[src/rtl/tlx_credit_mgr_if.sv]
// tlx_credit_mgr_if: TLX credit manager bus; master drives link/requests, slave is the manager.
interface tlx_credit_mgr_if #(
  parameter int NUM_CH = 4,
  parameter int CNT_W  = 7
);
  logic                    tlx_afu_ready;
  logic [NUM_CH*CNT_W-1:0] init_credit;
  logic [NUM_CH-1:0]       credit_return;
  logic [NUM_CH-1:0]       cons_req;
  logic [NUM_CH*3-1:0]     cons_amt;
  logic [NUM_CH-1:0]       cons_gnt;
  logic [NUM_CH*CNT_W-1:0] credit_avail;
  logic                    mgr_ready;
  logic [NUM_CH-1:0]       credit_ovf_err;
  modport master (
    output tlx_afu_ready, init_credit, credit_return, cons_req, cons_amt,
    input  cons_gnt, credit_avail, mgr_ready, credit_ovf_err
  );
  modport slave (
    input  tlx_afu_ready, init_credit, credit_return, cons_req, cons_amt,
    output cons_gnt, credit_avail, mgr_ready, credit_ovf_err
  );
endinterface

[src/rtl/tlx_credit_mgr.sv]
// tlx_credit_mgr: per-channel TLX credit counters with IDLE/LOAD/RUN link sequencing.
// Define TLX_CREDIT_OVF_CHK_EN to saturate on overflow and flag credit_ovf_err; otherwise counters wrap.
module tlx_credit_mgr #(
  parameter int NUM_CH = 4,
  parameter int CNT_W  = 7
) (
  input logic             afu_clock,
  input logic             afu_reset_n,
  tlx_credit_mgr_if.slave bus
);
  typedef enum logic [1:0] {IDLE, LOAD, RUN} state_e;
  state_e state, state_nxt;
  logic run;
  logic [NUM_CH-1:0] gnt;
  logic [CNT_W-1:0] cnt [NUM_CH];
  logic [CNT_W-1:0] nxt [NUM_CH];
  always_ff @(posedge afu_clock)
    state <= !afu_reset_n ? IDLE : state_nxt;
  always_comb begin
    state_nxt = state;
    state_nxt = state == IDLE ? (bus.tlx_afu_ready ? LOAD : IDLE) :
                state == LOAD ? RUN :
                (bus.tlx_afu_ready ? RUN : IDLE);
  end
  assign run           = state == RUN;
  assign bus.mgr_ready = run;
  assign bus.cons_gnt  = gnt;
`ifdef TLX_CREDIT_OVF_CHK_EN
  logic [NUM_CH-1:0] ovf, ovf_set;
`endif
  for (genvar i = 0; i < NUM_CH; i++) begin : g_ch
    logic [2:0]     amt;
    logic [CNT_W:0] sum;
    assign amt    = bus.cons_amt[i*3 +: 3];
    assign gnt[i] = run & bus.cons_req[i] & (amt <= 3'd4) & (CNT_W'(amt) <= cnt[i]);
    // A grant never exceeds the pre-update count, so sum cannot underflow.
    assign sum = {1'b0, cnt[i]} + (CNT_W+1)'(bus.credit_return[i])
               - (gnt[i] ? (CNT_W+1)'(amt) : '0);
`ifdef TLX_CREDIT_OVF_CHK_EN
    assign nxt[i]     = sum[CNT_W] ? '1 : sum[CNT_W-1:0];
    assign ovf_set[i] = run & bus.tlx_afu_ready & sum[CNT_W];
`else
    logic unused_carry;
    assign unused_carry = sum[CNT_W];
    assign nxt[i]       = sum[CNT_W-1:0];
`endif
    assign bus.credit_avail[i*CNT_W +: CNT_W] = cnt[i];
  end
  always_ff @(posedge afu_clock)
    for (int j = 0; j < NUM_CH; j++)
      cnt[j] <= !afu_reset_n ? '0 :
                state == LOAD ? bus.init_credit[j*CNT_W +: CNT_W] :
                (run && bus.tlx_afu_ready) ? nxt[j] : '0;
`ifdef TLX_CREDIT_OVF_CHK_EN
  always_ff @(posedge afu_clock)
    ovf <= !afu_reset_n ? '0 : ovf | ovf_set;
  assign bus.credit_ovf_err = ovf;
`else
  assign bus.credit_ovf_err = '0;
`endif
endmodule

[src/flat_wrapper.sv]
// flat-port wrapper written by rule: the top's interface ports become plain ports
module tlx_credit_mgr_flat 
#(
  parameter int NUM_CH = 4,
  parameter int CNT_W  = 7
)
  (afu_clock, afu_reset_n, bus_tlx_afu_ready, bus_init_credit, bus_credit_return, bus_cons_req, bus_cons_amt, bus_cons_gnt, bus_credit_avail, bus_mgr_ready, bus_credit_ovf_err);
  tlx_credit_mgr_if #(.NUM_CH(NUM_CH), .CNT_W(CNT_W)) bus_i ();
  input logic afu_clock;
  input logic afu_reset_n;
  input wire logic [$bits(bus_i.tlx_afu_ready)-1:0] bus_tlx_afu_ready;
  input wire logic [$bits(bus_i.init_credit)-1:0] bus_init_credit;
  input wire logic [$bits(bus_i.credit_return)-1:0] bus_credit_return;
  input wire logic [$bits(bus_i.cons_req)-1:0] bus_cons_req;
  input wire logic [$bits(bus_i.cons_amt)-1:0] bus_cons_amt;
  output wire logic [$bits(bus_i.cons_gnt)-1:0] bus_cons_gnt;
  output wire logic [$bits(bus_i.credit_avail)-1:0] bus_credit_avail;
  output wire logic [$bits(bus_i.mgr_ready)-1:0] bus_mgr_ready;
  output wire logic [$bits(bus_i.credit_ovf_err)-1:0] bus_credit_ovf_err;
  assign bus_i.tlx_afu_ready = bus_tlx_afu_ready;
  assign bus_i.init_credit = bus_init_credit;
  assign bus_i.credit_return = bus_credit_return;
  assign bus_i.cons_req = bus_cons_req;
  assign bus_i.cons_amt = bus_cons_amt;
  assign bus_cons_gnt = bus_i.cons_gnt;
  assign bus_credit_avail = bus_i.credit_avail;
  assign bus_mgr_ready = bus_i.mgr_ready;
  assign bus_credit_ovf_err = bus_i.credit_ovf_err;
  tlx_credit_mgr #(.NUM_CH(NUM_CH), .CNT_W(CNT_W)) u_core (.afu_clock(afu_clock), .afu_reset_n(afu_reset_n), .bus(bus_i));
endmodule
[config.mk]
export PLATFORM = sky130hd
export DESIGN_NAME = tlx_credit_mgr_flat
export DESIGN_NICKNAME = d
export VERILOG_FILES = /design/src/rtl/tlx_credit_mgr_if.sv /design/src/rtl/tlx_credit_mgr.sv /design/src/flat_wrapper.sv
export SDC_FILE = /design/constraint.sdc
export NUM_CORES = 1
export LEC_CHECK = 0
export ABC_AREA = 1
export BUFFER_PORTS_ARGS = -buffer_cell sky130_fd_sc_hd__buf_2
export CORE_ASPECT_RATIO = 0.75
export CORE_MARGIN = 3
export CORE_UTILIZATION = 37
export CTS_CLUSTER_SIZE = 30
export DETAILED_ROUTE_END_ITERATION = 10
export PLACE_DENSITY = 0.67
export SKIP_LAST_GASP = 1
export SYNTH_ARGS = -nofsm -noshare
export SYNTH_HDL_FRONTEND = slang
export SYNTH_SLANG_ARGS = --single-unit
[constraint.sdc]
create_clock -name afu_clock -period 3.62 [get_ports afu_clock]
set_clock_uncertainty 0.05 [all_clocks]
set_input_delay 0.181 -clock afu_clock [delete_from_list [all_inputs] [get_ports afu_clock]]
set_output_delay 0.181 -clock afu_clock [all_outputs]
set_load 0.02 [all_outputs]
==> out/metrics.yaml <==
status: "complete, no violations"
internal-power_mw: 0.603
antenna_cells: 0
rows: 28
route.detailed.drc: 0
cts_hold_buf: 0
start_util_pct: 38.4
drv_cap: 0
insertion_delay_ns: 0.28
ys_warn_count: 0
post_cts_buffers: 0
vias_per_cell: 4.81
worst_slack_ns: 0.723
pwr-share-seq_pct: 38.1
vias: 3090
cp_max_fo: 4
ant_nets: 0
hold_viol: 0
ctsResizeCount: 0
track_usage_pct: 16.9
slew-limit-headroom_pct: 31.2
vdd_drop_max_v: 0.000151
grt_antenna_before_repair: 0
die_w_um: 111
ys_ff_latch: 30
drtPass1Iterations: 5
io_buffers: 83
cts_root_buf: "clkbuf_8"
netlist-cell-type-count: 26
path_clk_slew_ns: 0.07
p_per_area_mw_per_mm2: 253
setup_tns_ns: 0
end_kind: "flop"
tightest_slew_ns: 1.03
fillCellCount: 834
synth_area_mm2: 0.00306
grt_max_degree: 31
cts_sinks: 30
cts_buffer_depth: 2
critical_path_class: "reg2reg"
max_freq_mhz: 345
switching_power_mw: 0.319
synth_top_area_share_pct: 24.6
cellLeakagePower_nw: 1.95
grt_overflow: 0
pwr-share-comb_pct: 30.4
hp-class: "in2reg"
synth_seq_area_share_pct: 19.6
wl_um: 7940
coreArea_mm2: 0.00795
rsz0062_at_grt: "false"
wl_per_cell_um: 12.4
globalplace.congestion: 0.861
finalSetupViolCount: 0
die-area_mm2: 0.00940
io_pins: 88
start_kind: "flop"
numCtsBuffers: 5
post-dp-hpwl_um: 6430
timing_max_transition_violations_final: 0
place_ws_ns: 0.725
period_needed_ns: 2.90
nets: 651
grt_pass1_wl_um: 13400
area_growth_pct: 19.2
grt_pass1_vias: 2996
h-tree-depth: 2
stdcell_area_mm2: 0.00364
finalCritPeriodShare_pct: 80.0
post_dp_cell_area_mm2: 0.00355
reg2reg_setup_slack_ns: 0.72
drt_iter0_drc: 119
synth_cells: 454
die-height_um: 84.7
worstPathArrival_ns: 2.96
p_sw_share_pct: 34.6
avgSynthCellArea_um2: 6.73
yosys-top-cells-area: "ha_1 25%, dfxtp_1 20%, nand2_1 13%, inv_1 12%, a21oi_1 5.6%"
synth_largest_area_cell: "ha_1"
worstPathRequired_ns: 3.69
drive_above_1_share_pct: 19.6
power.share.clock_pct: 31.5
cts_tree: "yes"
==> kinds of logic after synthesis <==
family	count (synthesis)	share of synthesized area, %
buffers and inverters	112	14.7
and+or+nand+nor	183	26.2
adders and majority gates	64	27.2
DFF	30	19.6
AOI/OAI and AO/OA	64	12.2
other	1	0.123
==> metal layers <==
metal / global-route usage (%) / part of all wire, % / vias to the layer above
met4: 2.80 / 0.74 / 0
met1: 22.1 / 48 / 1389
met2: 28.4 / 44 / 88
met3: 4.83 / 6.9 / 5
li1: - / - / 1608
met5: 0 / 0 / -
==> state kept, by name (all words and copies together) (netlist names) <==
name and cells:
u_core.cnt 28, u_core.state 2
==> final cells by class <==
cell class              count  area [um^2]  share of cell area (%)
inverters                 100          375                    10.3
repair buffers             84          423                    11.6
clock buffers               7         86.3                    2.37
clock inverters             1         5.00                   0.137
multi-input cells         315         2020                    55.5
flip-flops and latches     30          601                    16.5
well taps                 105          131                    3.61
==> worst paths after layout <==
path,endpoint,startpoint,cells past startpoint
setup / recovery,u_core.cnt[2][4],u_core.cnt[2][2],18
hold / removal,u_core.cnt[0][2],bus_init_credit[2],3
setup reg to reg,u_core.cnt[2][4],u_core.cnt[2][2],18
hold reg to reg,u_core.state[0],u_core.state[0],1
==> placed cells by master, fill, tap and decap left out, drive strengths merged, types with 7 or more instances in the layout <==
cell    instances
o21ai          16
nand2         104
buf            84
nand3          29
nor2           25
ha             60
dfxtp          30
inv           100
clkbuf          7
a21oi          40
nand4          12
==> critical path: stages (launching register included) <==
cell,delay [ns]
dfxtp_1,0.38
inv_1,0.06
ha_1,0.33
a21oi_1,0.13
o21ai_0,0.10
nand4_1,0.10
nand2_1,0.07
nor2_1,0.11
ha_1,0.24
inv_1,0.07
ha_1,0.17
inv_1,0.07
fa_1,0.35
inv_1,0.11
nand2_1,0.06
nand2_1,0.10
a21oi_2,0.07
o21ai_1,0.10
a21oi_1,0.08
==> cell usage after synthesis <==
master / instances
a2bb2oi_1: 4
clkbuf_1: 4
nand4_1: 12
buf_6: 1
dfxtp_1: 30
inv_1: 99
nand3_1: 29
and3_1: 4
o21ai_0: 10
nor2_8: 1
nor2_1: 24
nand2_2: 1
nand2_1: 103
a32oi_1: 4
fa_1: 4
ha_1: 60
nor4_1: 1
o21ai_1: 6
inv_2: 1
conb_1: 1
buf_2: 2
a21oi_1: 34
a21oi_2: 6
or2_2: 4
buf_4: 5
nor3_1: 4
==> through the flow <==
stage          instances  power, mW  utilization (%)  hold WS (ns)
6_report             642      0.922             45.8        0.0821
3_3_place_gp         634      0.632             44.7         0.361
4_1_cts              642      0.936             45.8        0.0713
5_1_grt              642      0.994             45.8        0.0975
2_1_floorplan        457      0.557                -         0.264
3_5_place_dp         634      0.639             44.7         0.360
==> power groups by stage <==
| stage | combinational, mW | clock [mW] | sequential (mW) |
|---|---|---|---|
| finish | 0.280 | 0.290 | 0.351 |
| floorplan | 0.187 | 0 | 0.370 |
| global placement | 0.273 | 0 | 0.359 |
| CTS | 0.282 | 0.303 | 0.351 |
| detailed placement | 0.281 | 0 | 0.359 |
| global route | 0.324 | 0.317 | 0.353 |
No activity file was read; power rests on OpenSTA's default activity.
